File: config.mk
export PLATFORM = sky130hd
export DESIGN_NAME = ramcard_arbiter
export DESIGN_NICKNAME = d
export VERILOG_FILES = /design/src/rtl/ramcard_pkg.sv /design/src/rtl/ramcard_arbiter.sv
export SDC_FILE = /design/constraint.sdc
export NUM_CORES = 1
export LEC_CHECK = 0
export ABC_CLOCK_PERIOD_IN_PS = 2800
export CAP_MARGIN = 25
export CELL_PAD_IN_SITES_DETAIL_PLACEMENT = 1
export CELL_PAD_IN_SITES_GLOBAL_PLACEMENT = 1
export CORE_MARGIN = 2
export CORE_UTILIZATION = 33
export DETAILED_ROUTE_END_ITERATION = 8
export GPL_TIMING_DRIVEN = 0
export PLACE_DENSITY_LB_ADDON = 0.15
export SETUP_SLACK_MARGIN = 0.15
export SKIP_LAST_GASP = 1
export SYNTH_ARGS = -nofsm -noshare
export SYNTH_HDL_FRONTEND = slang
export SYNTH_SLANG_ARGS = --single-unit
File: constraint.sdc
create_clock -name mclk28 -period 2.8 [get_ports mclk28]
set_clock_uncertainty 0.2 [all_clocks]
set_input_delay 0.84 -clock mclk28 [delete_from_list [all_inputs] [get_ports mclk28]]
set_output_delay 0.84 -clock mclk28 [all_outputs]
set_load 0.03 [all_outputs]
File: src/rtl/ramcard_pkg.sv
// rtl/ramcard_pkg.sv - shared types and constants for the card SRAM arbiter
package ramcard_pkg;

    localparam int RAM_ADDR_W = 18;

    typedef enum logic [1:0] {
        IDLE    = 2'd0,
        ACCESS  = 2'd1,
        RECOVER = 2'd2
    } state_e;

    typedef enum logic {
        CPU = 1'b0,
        VID = 1'b1
    } grant_e;

endpackage

File: src/rtl/ramcard_arbiter.sv
// rtl/ramcard_arbiter.sv - CPU/video arbiter and access sequencer for the card SRAM
module ramcard_arbiter
    import ramcard_pkg::*;
#(
    parameter int ACCESS_CYCLES = 3,
    parameter int ADDR_W        = RAM_ADDR_W
) (
    input  logic              mclk28,
    input  logic              reset_in_n,
    input  logic              cpu_req,
    input  logic              cpu_we,
    input  logic [ADDR_W-1:0] cpu_addr,
    input  logic [7:0]        cpu_wdata,
    output logic [7:0]        cpu_rdata,
    output logic              cpu_ack,
    input  logic              vid_req,
    input  logic [ADDR_W-1:0] vid_addr,
    output logic [7:0]        vid_rdata,
    output logic              vid_ack,
    output logic [ADDR_W-1:0] mem_addr,
    output logic [7:0]        mem_dout,
    input  logic [7:0]        mem_din,
    output logic              mem_ce_n,
    output logic              mem_oe_n,
    output logic              mem_we_n,
    output logic              mem_dout_en
);

    localparam logic [3:0] CNT_INIT = 4'(ACCESS_CYCLES - 1);

    state_e            state_q, state_d;
    grant_e            last_grant_q, last_grant_d;
    grant_e            owner_q, owner_d;
    logic              wr_q, wr_d;
    logic [3:0]        cnt_q, cnt_d;
    logic [ADDR_W-1:0] mem_addr_q, mem_addr_d;
    logic [7:0]        mem_dout_q, mem_dout_d;
    logic              mem_ce_n_q, mem_ce_n_d;
    logic              mem_oe_n_q, mem_oe_n_d;
    logic              mem_we_n_q, mem_we_n_d;
    logic              mem_dout_en_q, mem_dout_en_d;
    logic [7:0]        cpu_rdata_q, cpu_rdata_d;
    logic [7:0]        vid_rdata_q, vid_rdata_d;
    logic              cpu_ack_q, cpu_ack_d;
    logic              vid_ack_q, vid_ack_d;
    grant_e            pick;
    logic              pick_wr;

    always_comb begin
        state_d       = state_q;
        last_grant_d  = last_grant_q;
        owner_d       = owner_q;
        wr_d          = wr_q;
        cnt_d         = cnt_q;
        mem_addr_d    = mem_addr_q;
        mem_dout_d    = mem_dout_q;
        mem_ce_n_d    = mem_ce_n_q;
        mem_oe_n_d    = mem_oe_n_q;
        mem_we_n_d    = mem_we_n_q;
        mem_dout_en_d = mem_dout_en_q;
        cpu_rdata_d   = cpu_rdata_q;
        vid_rdata_d   = vid_rdata_q;
        cpu_ack_d     = 1'b0;
        vid_ack_d     = 1'b0;
        pick          = CPU;
        pick_wr       = 1'b0;

        case (state_q)
            IDLE: begin
                // Under contention the side that did not win last time goes first
                if (cpu_req && vid_req) begin
                    pick = (last_grant_q == CPU) ? VID : CPU;
                end else if (vid_req) begin
                    pick = VID;
                end
                pick_wr = (pick == CPU) && cpu_we;

                if (cpu_req || vid_req) begin
                    owner_d       = pick;
                    last_grant_d  = pick;
                    wr_d          = pick_wr;
                    mem_addr_d    = (pick == CPU) ? cpu_addr : vid_addr;
                    mem_dout_d    = pick_wr ? cpu_wdata : mem_dout_q;
                    mem_ce_n_d    = 1'b0;
                    mem_oe_n_d    = pick_wr;
                    mem_we_n_d    = !pick_wr;
                    mem_dout_en_d = pick_wr;
                    cnt_d         = CNT_INIT;
                    state_d       = ACCESS;
                end
            end

            ACCESS: begin
                if (cnt_q == 4'd0) begin
                    if (!wr_q) begin
                        if (owner_q == CPU) cpu_rdata_d = mem_din;
                        else                vid_rdata_d = mem_din;
                    end
                    cpu_ack_d  = (owner_q == CPU);
                    vid_ack_d  = (owner_q == VID);
                    mem_ce_n_d = 1'b1;
                    mem_oe_n_d = 1'b1;
                    mem_we_n_d = 1'b1;
                    state_d    = RECOVER;
                end else begin
                    cnt_d = cnt_q - 4'd1;
                    // Final strobe cycle holds address and data with WE already released
                    if (wr_q && cnt_q == 4'd1) mem_we_n_d = 1'b1;
                end
            end

            RECOVER: begin
                mem_dout_en_d = 1'b0;
                state_d       = IDLE;
            end

            default: begin
                state_d = IDLE;
            end
        endcase
    end

    always_ff @(posedge mclk28 or negedge reset_in_n) begin
        if (!reset_in_n) begin
            state_q       <= IDLE;
            last_grant_q  <= VID;
            owner_q       <= CPU;
            wr_q          <= 1'b0;
            cnt_q         <= 4'd0;
            mem_addr_q    <= '0;
            mem_dout_q    <= 8'h00;
            mem_ce_n_q    <= 1'b1;
            mem_oe_n_q    <= 1'b1;
            mem_we_n_q    <= 1'b1;
            mem_dout_en_q <= 1'b0;
            cpu_rdata_q   <= 8'h00;
            vid_rdata_q   <= 8'h00;
            cpu_ack_q     <= 1'b0;
            vid_ack_q     <= 1'b0;
        end else begin
            state_q       <= state_d;
            last_grant_q  <= last_grant_d;
            owner_q       <= owner_d;
            wr_q          <= wr_d;
            cnt_q         <= cnt_d;
            mem_addr_q    <= mem_addr_d;
            mem_dout_q    <= mem_dout_d;
            mem_ce_n_q    <= mem_ce_n_d;
            mem_oe_n_q    <= mem_oe_n_d;
            mem_we_n_q    <= mem_we_n_d;
            mem_dout_en_q <= mem_dout_en_d;
            cpu_rdata_q   <= cpu_rdata_d;
            vid_rdata_q   <= vid_rdata_d;
            cpu_ack_q     <= cpu_ack_d;
            vid_ack_q     <= vid_ack_d;
        end
    end

    assign cpu_rdata   = cpu_rdata_q;
    assign cpu_ack     = cpu_ack_q;
    assign vid_rdata   = vid_rdata_q;
    assign vid_ack     = vid_ack_q;
    assign mem_addr    = mem_addr_q;
    assign mem_dout    = mem_dout_q;
    assign mem_ce_n    = mem_ce_n_q;
    assign mem_oe_n    = mem_oe_n_q;
    assign mem_we_n    = mem_we_n_q;
    assign mem_dout_en = mem_dout_en_q;

endmodule

# Yosys cells after proc, flatten, opt, wreduce, memory -nomap -nowiden
# Cells that the tools add are included.
# W data, S select, Z words.
dict set report word_totals {
  ff_bits 57
  input_bits 57
  word_cells 69
  output_inout_bits 48
}
dict set report classes {
  n_mux 25
  eq_ne 7
  n_reduce_logical 18
  addsub 1
  n_bitwise 3
}
# operator count
set ops {}
lappend ops {{$mux W18} 1}
lappend ops {{$mux W1} 14}
lappend ops {{$reduce_and A3 Y1} 4}
lappend ops {{$mux W4} 2}
lappend ops {{$pmux W1 S2} 4}
lappend ops {{$pmux W4 S2} 1}
lappend ops {{$reduce_and A4 Y1} 2}
lappend ops {{$ne A2 B2 Y1 const B} 3}
lappend ops {{$reduce_and A2 Y1} 3}
lappend ops {{$eq A4 B1 Y1 const B} 1}
lappend ops {{$logic_not A4 Y1} 1}
lappend ops {{$mux W2} 2}
lappend ops {{$pmux W2 S2} 1}
lappend ops {{$reduce_bool A2 Y1} 2}
lappend ops {{$sub A4 B1 Y4 const B} 1}
lappend ops {{$logic_and A1 B1 Y1} 3}
lappend ops {{$ne A3 B3 Y1 const B} 1}
lappend ops {{$not A1 Y1} 3}
lappend ops {{$eq A2 B1 Y1 const B} 1}
lappend ops {{$eq A2 B2 Y1 const B} 1}
lappend ops {{$logic_not A2 Y1} 1}
lappend ops {{$logic_not A1 Y1} 1}
lappend ops {{$logic_or A1 B1 Y1} 1}

# Longest topological paths before layout
# Gate-level depths: netlist (run 1).
dict set report logic_depth {
  depth_word 8
  mapped_depth 7
}

# Least setup slack after synthesis (run 1)
# OpenSTA, ideal clock, no wires.
dict set report synth_timing {
  kind {input-to-reg}
  startpoint {input port vid_req}
  endpoint {register mem_addr_q[0], in the netlist mem_addr[0]}
  slack_ps 466
  n_path_buf 2
  t_arrival_ps 2009
  stages 5
  setup_time_ps 125
  path_cell_list {a21boi_0 buf_2 buf_2 mux2_2 mux2_2}
}
dict set report synth_via {
  elab_chain_cells 4
  word_cells_on_any_way 7
  cone_classes {4 x mux; 3 x reduce/logical}
}
# item line_no
set synth_rtl {}
lappend synth_rtl {{start: declaration} ramcard_arbiter.sv:16} ;# input logic vid_req,
lappend synth_rtl {{$mux W1 / $logic_and A1 B1 Y1 (equally long branches)} {ramcard_arbiter.sv:73, ramcard_arbiter.sv:71}}
lappend synth_rtl {{$mux W1} ramcard_arbiter.sv:71} ;# if (cpu_req && vid_req) begin
lappend synth_rtl {{$mux W1} ramcard_arbiter.sv:68} ;# case (state_q)
lappend synth_rtl {{$mux W18} ramcard_arbiter.sv:82} ;# mem_addr_d = (pick == CPU) ? cpu_addr : vid_addr;
lappend synth_rtl {{end signal: assignment} ramcard_arbiter.sv:146} ;# mem_addr_q <= mem_addr_d;
lappend synth_rtl {{end: declaration} ramcard_arbiter.sv:36} ;# logic [ADDR_W-1:0] mem_addr_q, mem_addr_d;
# Several ways; a longest one is shown, not always the timed one. The select of a mux whose other input is x is not followed.
# A chain may end at the register's enable or synchronous reset.

# Final worst setup path (run 1)
dict set report layout_timing {
  startpoint {register mem_ce_n_q, in the netlist mem_ce_n}
  endpoint {output port mem_ce_n}
}
# item line_no
set layout_rtl {}
lappend layout_rtl {{start: declaration} ramcard_arbiter.sv:38} ;# logic mem_ce_n_q, mem_ce_n_d;
lappend layout_rtl {{start signal: assignment} ramcard_arbiter.sv:148} ;# mem_ce_n_q <= mem_ce_n_d;
lappend layout_rtl {{end: declaration} ramcard_arbiter.sv:23} ;# output logic mem_ce_n,
# No word-level cell between the ends.

==> impl_metrics.csv, run 1 <==
group,metric,value,unit
floorplanning,die_h,91.00,um
drt,drt_pass1_iterations,4,
setup_path,cp.arrival,1.55,ns
clocking,clk_pin_slew,0.06,ns
logic_synthesis,async_flop_share,1.000,
drt,wl_per_cell,15.08,um
grt,grt-ovfl-total,0,
clocking,cts_tree,"yes",
logic_synthesis,synth.cell_area,2497,sq um
drt,wl,5.955,mm
timing,tns,0,ns
timing,fin_crit,2.587,ns
logic_synthesis,synth_cell_types,34,
timing,finalSetupViolations,0,
timing,fmax,0.3865,GHz
setup_path,crit_chain,"clkdlybuf4s50_1",
grt,grt_start_max_net_pins,34,
power_and_ir_drop,leakage,0.001690,uW
logic_synthesis,yosys-top-cells-area,"dfrtp_1 53%, mux2_2 23%, mux2_4 4.8%",
placed_design,numPortBuffers,104,
drt,first_iter_violations,54,
logic_synthesis,synth_compound_area_frac,0.04309,
drt,drc_errors,0,
setup_path,critical_path_buf_inv_count,1,
final_layout,regArea,1431,sq um
grt,first_global_vias,1969,
placed_design,dp_cells,378,
timing,rsz0062_at_grt,"no",
floorplanning,die_w,91.00,um
setup_path,slowest_stage,"clkdlybuf4s50_1",
setup_path,crit_start,"mem_ce_n$_DFFE_PN1P_",
run_status,status,"complete, no violations",
timing,fin_crit_sh,0.9241,
power_and_ir_drop,power,4822,uW
grt,grt_util_all_layers,0.1558,
timing,tightest_slew,0.5832,ns
logic_synthesis,yosysSeqAreaShare,0.5731,
final_layout,n_fill_cell,755,
clocking,htreeDepth,3,
floorplanning,start_util,0.3425,
setup_path,endpoint,"mem_ce_n",
final_layout,syn_to_final_growth,57.62,%
final_layout,nets,351,
logic_synthesis,synth.top_cell.area_share,0.5311,
setup_path,max_stage_delay,0.69,ns
logic_synthesis,yosysMostFrequentCell,"dfrtp_1",
power_and_ir_drop,powerDensity,1225,nW/um^2
logic_synthesis,synthAdderAreaFrac,0.01503,
grt,antenna_found_initial,0,
placed_design,dpl_cell_area,3677,sq um
clocking,clkLatencyLatePin,0.33,ns
setup_path,r2r_cells,7,
grt,grt_pass1_wl,10.06,mm
logic_synthesis,ys_seq_elements,57,
clocking,hold_buffers,0,
logic_synthesis,yosys.area.top_type,"dfrtp_1",
timing,whs,0.3055,ns
setup_path,critPathLaunchType,"flip-flop",
logic_synthesis,synth_fp_nets,234,
placed_design,dpl.hpwl,4.474,mm
final_layout,antenna_cells,0,
clocking,cts.sinks,57,
final_layout,fin_cells,395,
min_path,min_path_type,"in2async",
logic_synthesis,avgSynthCellArea,14.35,sq um
logic_synthesis,yosys_warnings,0,
placed_design,gp_congestion,0.7175,
drt,via_per_inst,4.724,
logic_synthesis,syn_inst,174,
logic_synthesis,synth_ff_type,"dfrtp_1",
setup_path,cp.required,1.76,ns
clocking,clockBufferDepth,2,
final_layout,final_area,3936,sq um
setup_path,reg2reg_from,"cnt_q[0]$_DFFE_PN0P_",
setup_path,reg2reg_to,"cpu_rdata[4]$_DFFE_PN0P_",
final_layout,drive_gt1_frac,0.3108,
timing,maxSlewHeadroom,0.6112,
floorplanning,core_area,7292,sq um
run,drv_cap,0,
logic_synthesis,yosys-top-cells-count,"53 x dfrtp_1, 52 x mux2_2, 8 x mux2_4",
final_layout,multi_input_area,1010,sq um
setup_path,cp.depth,1,
setup_path,timing_worst_setup_path_type,"reg2out",
drt,ant_nets,0,
power_and_ir_drop,ir_worst_vdd,398.7,uV
floorplanning,ios,105,
timing,final_max_slew_viol_count,0,
setup_path,end_kind,"output pin",
timing,final-hold-violation-count,0,
logic_synthesis,synthSimpleGateAreaFrac,0.05160,
logic_synthesis,synth_top_family_by_area,"multiplexers",
setup_path,crit_family,"buffers and inverters",
logic_synthesis,synth-edff-count,0,
floorplanning,die_area,8280,sq um
clocking,cts_root_buf,"clkbuf_8",
logic_synthesis,synthMuxAreaShare,0.2946,
setup_path,path_max_fanout,2,
clocking,cts_buffers,9,
drt,vias,1866,
floorplanning,fp-row-count,31,
setup_path,ff2ff_setup_slack,0.38,ns
logic_synthesis,synth_xor_area_frac,0,
-- cells in the final DEF (no fill, tap or decap), types with 2 or more instances in the layout --
master	netlist	routed
clkdlybuf4s50_1	0	103
dfrtp_1	53	53
mux2_2	52	52
clkbuf_8	0	10
mux2_4	8	8
o21ai_0	6	6
inv_1	4	4
nor3_1	4	4
nor2_1	4	4
dfstp_2	4	4
buf_4	0	3
clkbuf_2	0	3
mux2i_1	3	3
ha_1	3	3
bufinv_16	0	3
clkinv_2	0	3
and3_1	2	2
buf_2	3	2
nand3_1	2	2
a21oi_1	2	2
nand2_1	2	2
a31oi_1	2	2
-- worst min-delay path by stage --
stage	end	slack, ns	depth (start not counted)
floorplan	cnt_q[3]$_DFFE_PN0P_	0.27	1
global placement	mem_dout[6]$_DFFE_PN0P_	0.29	1
detailed placement	mem_dout[4]$_DFFE_PN0P_	0.29	1
CTS	vid_rdata[7]$_DFFE_PN0P_	0.31	1
global route	vid_rdata[5]$_DFFE_PN0P_	0.33	1
finish	mem_addr[9]$_DFFE_PN0P_	0.31	1
-- repair_timing --
item	CTS	global route
gates resized for setup	3	3
endpoints found under the setup margin	14	18
setup buffers	1	0
-- registers in the layout, indices dropped and copies added, names as in the netlist --
register / cells
vid_ack: 1
cpu_rdata: 8
vid_rdata: 8
mem_addr: 18
last_grant_q: 1
mem_dout: 8
mem_oe_n: 1
mem_ce_n: 1
mem_dout_en: 1
cnt_q: 4
cpu_ack: 1
wr_q: 1
owner_q: 1
state_q: 2
mem_we_n: 1
-- power by group --
part / switching, uW / internal (uW) / leakage [uW] / total [uW]
logic: 1230 / 1170 / 0.000890 / 2400
clock network: 328 / 611 / 0.000126 / 938
registers: 233 / 1250 / 0.000674 / 1480
total: 1790 / 3030 / 0.00169 / 4820
-- metal layers --
metal  share of wire  vias up  GRT usage  routed length, um
met5               0        -          0                  0
li1                -      867          -                  -
met4           0.018        0    0.07576                108
met1            0.42      927     0.1948               2520
met2            0.49       61     0.2444               2899
met3           0.072       11    0.04896                426
-- logic make-up after synthesis --
kind of cell    count (synthesis)
mux                            63
flops                          57
simple gates                   22
compound gates                 17
buf+inv                        12
fa+ha+maj                       3
-- per-stage QoR --
step	utilization	worst slack, ns
3_5_place_dp	0.5043	-0.4089
2_1_floorplan	-	0.4661
3_3_place_gp	0.5022	-1.172
5_1_grt	0.5398	0.1627
6_report	0.5398	0.2125
4_1_cts	0.5395	0.1905
-- final cells by class --
type / instances / share of cell area
inverters: 4 / 0.003814
repair buffers: 106 / 0.2702
well taps: 99 / 0.03147
flip-flops and latches: 57 / 0.3636
clock inverters: 6 / 0.02670
clock buffers: 10 / 0.03496
multi-input cells: 105 / 0.2565
plain buffers: 8 / 0.01271
No activity file was read; power rests on OpenSTA's default activity.
==> inputs of run 2 (changes only) <==
--- a/config.mk
+++ b/config.mk
@@ -14,7 +14,7 @@
 export DETAILED_ROUTE_END_ITERATION = 8
 export GPL_TIMING_DRIVEN = 0
 export PLACE_DENSITY_LB_ADDON = 0.15
-export SETUP_SLACK_MARGIN = 0.15
+export SETUP_SLACK_MARGIN = 0.5
 export SKIP_LAST_GASP = 1
 export SYNTH_ARGS = -nofsm -noshare
 export SYNTH_HDL_FRONTEND = slang
==> run 2 against run 1 <==
Net effect:
- non-clock buffer count grew 6
- utilization about the same
- count of clock-buffer cells in the layout is 1 higher
- worst hold slack worse by 0.0063 ns
- die area unchanged
- register-to-register slack improved by 0.13 ns
- flip-flop and latch count unchanged
- critical path depth up 6
- global-route usage rose by 0.23 points
- sequential power about the same
- critical path type is now reg2reg
==> impl_metrics.csv, run 2 (synthesized netlist as in run 1, its figures left out) <==
group,metric,value,unit
final_layout,final_cell_mix,"53 x dfrtp_1, 53 x clkdlybuf4s50_1, 52 x mux2_2",
drt,drc_errors,0,
timing,tightest_slew,0.5943,ns
grt,grt_start_max_net_pins,34,
run,drv_cap,0,
floorplanning,ios,105,
setup_path,slowest_stage,"or4_4",
final_layout,antenna_cells,0,
setup_path,end_kind,"flip-flop",
setup_path,cp.depth,7,
clocking,clkLatencyLatePin,0.33,ns
drt,first_iter_violations,56,
drt,ant_nets,0,
floorplanning,start_util,0.3425,
power_and_ir_drop,leakage,0.001791,uW
final_layout,syn_to_final_growth,57.51,%
grt,grt-ovfl-total,0,
clocking,hold_buffers,0,
run_status,status,"complete, no violations",
timing,final_max_slew_viol_count,0,
power_and_ir_drop,powerDensity,1164,nW/um^2
clocking,cts.sinks,57,
final_layout,drive_gt1_frac,0.3411,
setup_path,crit_family,"simple AND/OR/NAND/NOR gates",
timing,fmax,0.4368,GHz
timing,finalSetupViolations,0,
clocking,cts_tree,"yes",
grt,grt_util_all_layers,0.1581,
timing,fin_crit,2.290,ns
floorplanning,die_area,8280,sq um
setup_path,timing_worst_setup_path_type,"reg2reg",
setup_path,r2r_cells,7,
floorplanning,fp-row-count,31,
placed_design,dpl_cell_area,3680,sq um
setup_path,reg2reg_to,"cpu_rdata[5]$_DFFE_PN0P_",
drt,via_per_inst,4.763,
setup_path,max_stage_delay,0.42,ns
clocking,cts_root_buf,"clkbuf_8",
drt,wl_per_cell,15.23,um
grt,grt_pass1_wl,10.36,mm
final_layout,n_fill_cell,800,
placed_design,dp_cells,378,
drt,wl,6.106,mm
timing,whs,0.2992,ns
min_path,min_path_type,"reg2reg",
grt,first_global_vias,2052,
grt,antenna_found_initial,0,
final_layout,fin_cells,401,
timing,rsz0062_at_grt,"yes",
floorplanning,die_w,91.00,um
drt,drt_pass1_iterations,4,
final_layout,final_area,3934,sq um
min_path,min_from,"mem_dout[7]$_DFFE_PN0P_",
min_path,min_to,"mem_dout[7]$_DFFE_PN0P_",
final_layout,nets,357,
clocking,clk_pin_slew,0.07,ns
setup_path,ff2ff_setup_slack,0.51,ns
timing,final-hold-violation-count,0,
final_layout,postLayoutCoreUtil,0.5395,
timing,maxSlewHeadroom,0.6038,
setup_path,cp.required,2.81,ns
clocking,htreeDepth,3,
drt,vias,1910,
floorplanning,die_h,91.00,um
placed_design,dpl.hpwl,4.461,mm
setup_path,critical_path_buf_inv_count,3,
setup_path,crit_chain,"inv_2 > ha_4 > or3b_1 > buf_6 > or4_4 > buf_8 > mux2_4",
power_and_ir_drop,power,4578,uW
min_path,min_path_cells,1,
placed_design,gp_congestion,0.7288,
clocking,clockBufferDepth,2,
final_layout,largest_reg_flops,18,
timing,fin_crit_sh,0.8177,
power_and_ir_drop,ir_worst_vdd,638.5,uV
setup_path,path_max_fanout,8,
setup_path,reg2reg_from,"cnt_q[0]$_DFFE_PN0P_",
setup_path,critPathLaunchType,"flip-flop",
placed_design,numPortBuffers,104,
floorplanning,core_area,7292,sq um
clocking,cts_buffers,9,
setup_path,cp.arrival,2.30,ns
[run 2: changes by cell type in the layout (fill, tap and decap cells not counted), moves of 2 or more]
| cell | change |
|---|---|
| inv_2 | +2 |
| buf_4 | +4 |
| clkdlybuf4s50_1 | -50 |
| inv_1 | -2 |
| dlygate4sd2_1 | +46 |
[run 2: per-stage QoR]
step	setup slack [ns]	TNS, ns
6_report	0.5104	0
4_1_cts	0.5041	0
2_1_floorplan	0.5169	0
3_5_place_dp	-0.3129	-5.185
3_3_place_gp	-1.187	-70.09
5_1_grt	0.4547	0
[run 2: layer usage]
layer | vias up | global-route usage | wire length, um
met1 | 958 | 0.1886 | 2565
met5 | - | 0 | 0
met4 | 0 | 0.03788 | 42
met3 | 4 | 0.06058 | 420
met2 | 70 | 0.2691 | 3078
li1 | 878 | - | -
[run 2: layout make-up]
type	count	area (sq um)	area share
clock buffers	11	141.4	0.03594
clock inverters	5	78.83	0.02004
well taps	99	123.9	0.03149
repair buffers	112	1055	0.2681
plain buffers	8	66.31	0.01686
flip-flops and latches	57	1431	0.3639
inverters	4	15.01	0.003817
multi-input cells	105	1022	0.2599
[run 2: worst max-delay path by stage]
stage	from	endpoint	slack (ns)
final	cnt_q[0]$_DFFE_PN0P_	cpu_rdata[5]$_DFFE_PN0P_	0.51
after global routing	cnt_q[0]$_DFFE_PN0P_	cpu_rdata[5]$_DFFE_PN0P_	0.45
after CTS	mem_ce_n$_DFFE_PN1P_	mem_ce_n	0.50
after detailed placement	vid_req	mem_addr[17]$_DFFE_PN0P_	-0.31
after global placement	reset_in_n	vid_rdata[2]$_DFFE_PN0P_	-1.19
after floorplan	vid_req	mem_addr[0]$_DFFE_PN0P_	0.52
[run 2: power breakdown]
part | leakage [uW] | switching [uW] | internal (uW)
sequential | 0.000674 | 216 | 1250
clock | 0.000113 | 329 | 524
combinational | 0.00100 | 1270 | 986
[run 2: what timing repair did]
action	CTS	global route
setup endpoints to repair	92	24
pin swaps	1	0
endpoints found under the hold margin	0	0
buffers inserted	7	0
resized for setup	67	5
==> inputs of run 3 (changes only) <==
--- a/config.mk
+++ b/config.mk
@@ -5,12 +5,12 @@
 export SDC_FILE = /design/constraint.sdc
 export NUM_CORES = 1
 export LEC_CHECK = 0
-export ABC_CLOCK_PERIOD_IN_PS = 2800
+export ABC_CLOCK_PERIOD_IN_PS = 1900
 export CAP_MARGIN = 25
 export CELL_PAD_IN_SITES_DETAIL_PLACEMENT = 1
 export CELL_PAD_IN_SITES_GLOBAL_PLACEMENT = 1
 export CORE_MARGIN = 2
-export CORE_UTILIZATION = 33
+export CORE_UTILIZATION = 30
 export DETAILED_ROUTE_END_ITERATION = 8
 export GPL_TIMING_DRIVEN = 0
 export PLACE_DENSITY_LB_ADDON = 0.15
==> constraint.sdc (replaced) <==
create_clock -name mclk28 -period 1.9 [get_ports mclk28]
set_clock_uncertainty 0.2 [all_clocks]
set_input_delay 0.57 -clock mclk28 [delete_from_list [all_inputs] [get_ports mclk28]]
set_output_delay 0.57 -clock mclk28 [all_outputs]
set_load 0.03 [all_outputs]
==> run 3 against run 2 <==
Net effect:
- design area up 23%
- via count up 8.8%
- largest power group unchanged
- the run now ends with setup timing left
- setup slack worse by 0.91 ns
- largest cell class is now buffers
- first-iteration DRC count down 5.4%
==> impl_metrics.csv, run 3 (synthesized netlist as in run 1, its figures left out) <==
group,metric,value,unit
floorplanning,die_h,95.24,um
final_layout,postLayoutCoreUtil,0.5961,
setup_path,end_kind,"flip-flop",
clocking,hold_buffers,0,
grt,busiest_layer,"met2",
drt,vias,2079,
run_status,status,"finished with violations",
clocking,cts_tree,"yes",
clocking,cts_buffers,9,
drt,wl,7.266,mm
drt,ant_nets,0,
timing,fin_crit_sh,1.212,
timing,final_max_slew_viol_count,0,
clocking,clkLatencyLatePin,0.33,ns
setup_path,reg2reg_to,"cpu_rdata[3]$_DFFE_PN0P_",
grt,grt_start_max_net_pins,35,
final_layout,largest_reg_flops,18,
timing,worst_slack,-0.4028,ns
final_layout,final_area,4848,sq um
setup_path,reg2reg_from,"cnt_q[0]$_DFFE_PN0P_",
setup_path,path_max_fanout,8,
setup_path,endpoint,"cpu_rdata[3]$_DFFE_PN0P_",
setup_path,cp.depth,7,
floorplanning,core_area,8134,sq um
power_and_ir_drop,swShare,0.3671,
final_layout,drive_gt1_frac,0.6214,
setup_path,crit_family,"simple AND/OR/NAND/NOR gates",
setup_path,ff2ff_setup_slack,-0.40,ns
grt,grt-ovfl-total,0,
final_layout,antenna_cells,0,
grt,grtUsageMet1,0.2032,
min_path,min_path_type,"in2async",
clocking,htreeDepth,3,
power_and_ir_drop,internal_power,5569,uW
final_layout,regArea,1434,sq um
floorplanning,fp-row-count,33,
final_layout,final_cell_mix,"61 x buf_6, 52 x mux2_4, 52 x clkdlybuf4s50_1",
timing,fin_crit,2.303,ns
placed_design,gp_congestion,0.7674,
floorplanning,die_w,95.24,um
floorplanning,die_area,9071,sq um
power_and_ir_drop,pwr-share-seq,0.266,
setup_path,critical_path_buf_inv_count,3,
placed_design,numPortBuffers,104,
drt,drt_pass1_iterations,4,
final_layout,n_fill_cell,812,
power_and_ir_drop,combPwrFrac,0.586,
drt,via_per_inst,4.610,
final_layout,nets,401,
timing,whs,0.02253,ns
setup_path,crit_start,"cnt_q[0]$_DFFE_PN0P_",
final_layout,syn_to_final_growth,94.14,%
floorplanning,start_util,0.3070,
grt,gr-usage-met2,0.2746,
setup_path,max_stage_delay,0.42,ns
final_layout,layout_commonest_cell,"buf_6",
drt,drc_errors,0,
power_and_ir_drop,powerDensity,1815,nW/um^2
timing,rsz0062_at_grt,"yes",
setup_path,crit_chain,"inv_2 > ha_4 > or3b_1 > buf_6 > or4_4 > buf_12 > mux2_4",
drt,first_iter_violations,53,
grt,grt_pass1_wl,11.37,mm
timing,fmax,0.4342,GHz
drt,wl_per_cell,16.11,um
timing,maxSlewHeadroom,0.6299,
final_layout,multi_input_area,1299,sq um
grt,antenna_found_initial,0,
power_and_ir_drop,leakage,0.002292,uW
placed_design,dp_cells,384,
timing,finalSetupViolations,20,
timing,tightest_slew,0.5552,ns
setup_path,slowest_stage,"or4_4",
power_and_ir_drop,p_clk_frac,0.148,
placed_design,place_ws,-0.8987,ns
setup_path,critPathLaunchType,"flip-flop",
clocking,clk_pin_slew,0.07,ns
clocking,cts_root_buf,"clkbuf_8",
setup_path,r2r_cells,7,
timing,final-hold-violation-count,0,
grt,met3_usage,0.05850,
placed_design,dpl_cell_area,3939,sq um
placed_design,dpl.hpwl,4.529,mm
clocking,cts.sinks,57,
power_and_ir_drop,ir_worst_vdd,864.1,uV
run,drv_cap,0,
grt,grt_util_all_layers,0.1675,
setup_path,cp.arrival,2.32,ns
run_status,violations,"setup timing",
clocking,clockBufferDepth,2,
power_and_ir_drop,switchingPower,3231,uW
setup_path,timing_worst_setup_path_type,"reg2reg",
setup_path,cp.required,1.92,ns
grt,first_global_vias,2233,
floorplanning,ios,105,
final_layout,fin_cells,451,
## run 3: cell types whose count changed in the layout (fill, tap and decap cells not counted), moves of 3 or more
cell           previous run  this run
nor2_1                    4         0
nor2_4                    0         3
clkbuf_2                  3         0
mux2_4                    8        52
buf_4                     7        35
mux2_2                   52         8
o21ai_0                   6         3
buf_12                    2         5
buf_6                     2        61
dlygate4sd2_1            46         1
buf_8                     1         4
## run 3: metrics by stage
stage	total power (uW)	TNS (ns)
floorplan	4688	-2.958
global placement	6118	-128.85
detailed placement	6182	-27.65
CTS	8538	-3.056
global route	9274	-5.244
finish	8799	-3.737
## run 3: worst min-delay path by stage
| stage | start | endpoint | slack [ns] | cells after the start |
|---|---|---|---|---|
| 2_1_floorplan | reset_in_n | cnt_q[0]$_DFFE_PN0P_ | 0.07 | 0 |
| 3_3_place_gp | vid_rdata[7]$_DFFE_PN0P_ | vid_rdata[7]$_DFFE_PN0P_ | 0.29 | 1 |
| 3_5_place_dp | vid_rdata[6]$_DFFE_PN0P_ | vid_rdata[6]$_DFFE_PN0P_ | 0.29 | 1 |
| 4_1_cts | reset_in_n | cpu_rdata[4]$_DFFE_PN0P_ | 0.04 | 1 |
| 5_1_grt | reset_in_n | cpu_rdata[1]$_DFFE_PN0P_ | 0.05 | 1 |
| 6_report | reset_in_n | cpu_rdata[4]$_DFFE_PN0P_ | 0.02 | 1 |
## run 3: cell type report
cell class	instances	area share
Timing Repair Buffer	156	0.3314
Sequential cell	57	0.2957
Multi-Input combinational cell	105	0.2679
Clock buffer	11	0.03123
Tap cell	105	0.02710
Buffer	8	0.02606
Clock inverter	5	0.01600
Inverter	4	0.004645
## run 3: power by group through the flow
| stage | clock network (uW) | registers, uW | logic, uW |
|---|---|---|---|
| after floorplan | 0 | 3210 | 1470 |
| after global placement | 0 | 2240 | 3880 |
| after detailed placement | 0 | 2240 | 3940 |
| after CTS | 1330 | 2310 | 4890 |
| after global routing | 1390 | 2410 | 5470 |
| final | 1300 | 2340 | 5160 |
## run 3: repair_timing
action / CTS / global route
pin swaps: 7 / 8
setup endpoints to repair: 105 / 105
gates resized for setup: 390 / 11
gates cloned: 3 / 0
buffers inserted: 34 / 14
## run 3: metal layers
metal / vias up / part of all wire
li1: 958 / -
met4: 0 / 0.012
met5: - / 0
met2: 76 / 0.52
met1: 1038 / 0.40
met3: 7 / 0.072
## run 3: worst reg2reg max path: stages (launching register included)
cell	delay, ns
dfrtp_1	0.40
inv_2	0.09
ha_4	0.13
or3b_1	0.35
buf_6	0.13
or4_4	0.42
buf_12	0.16
mux2_4	0.29
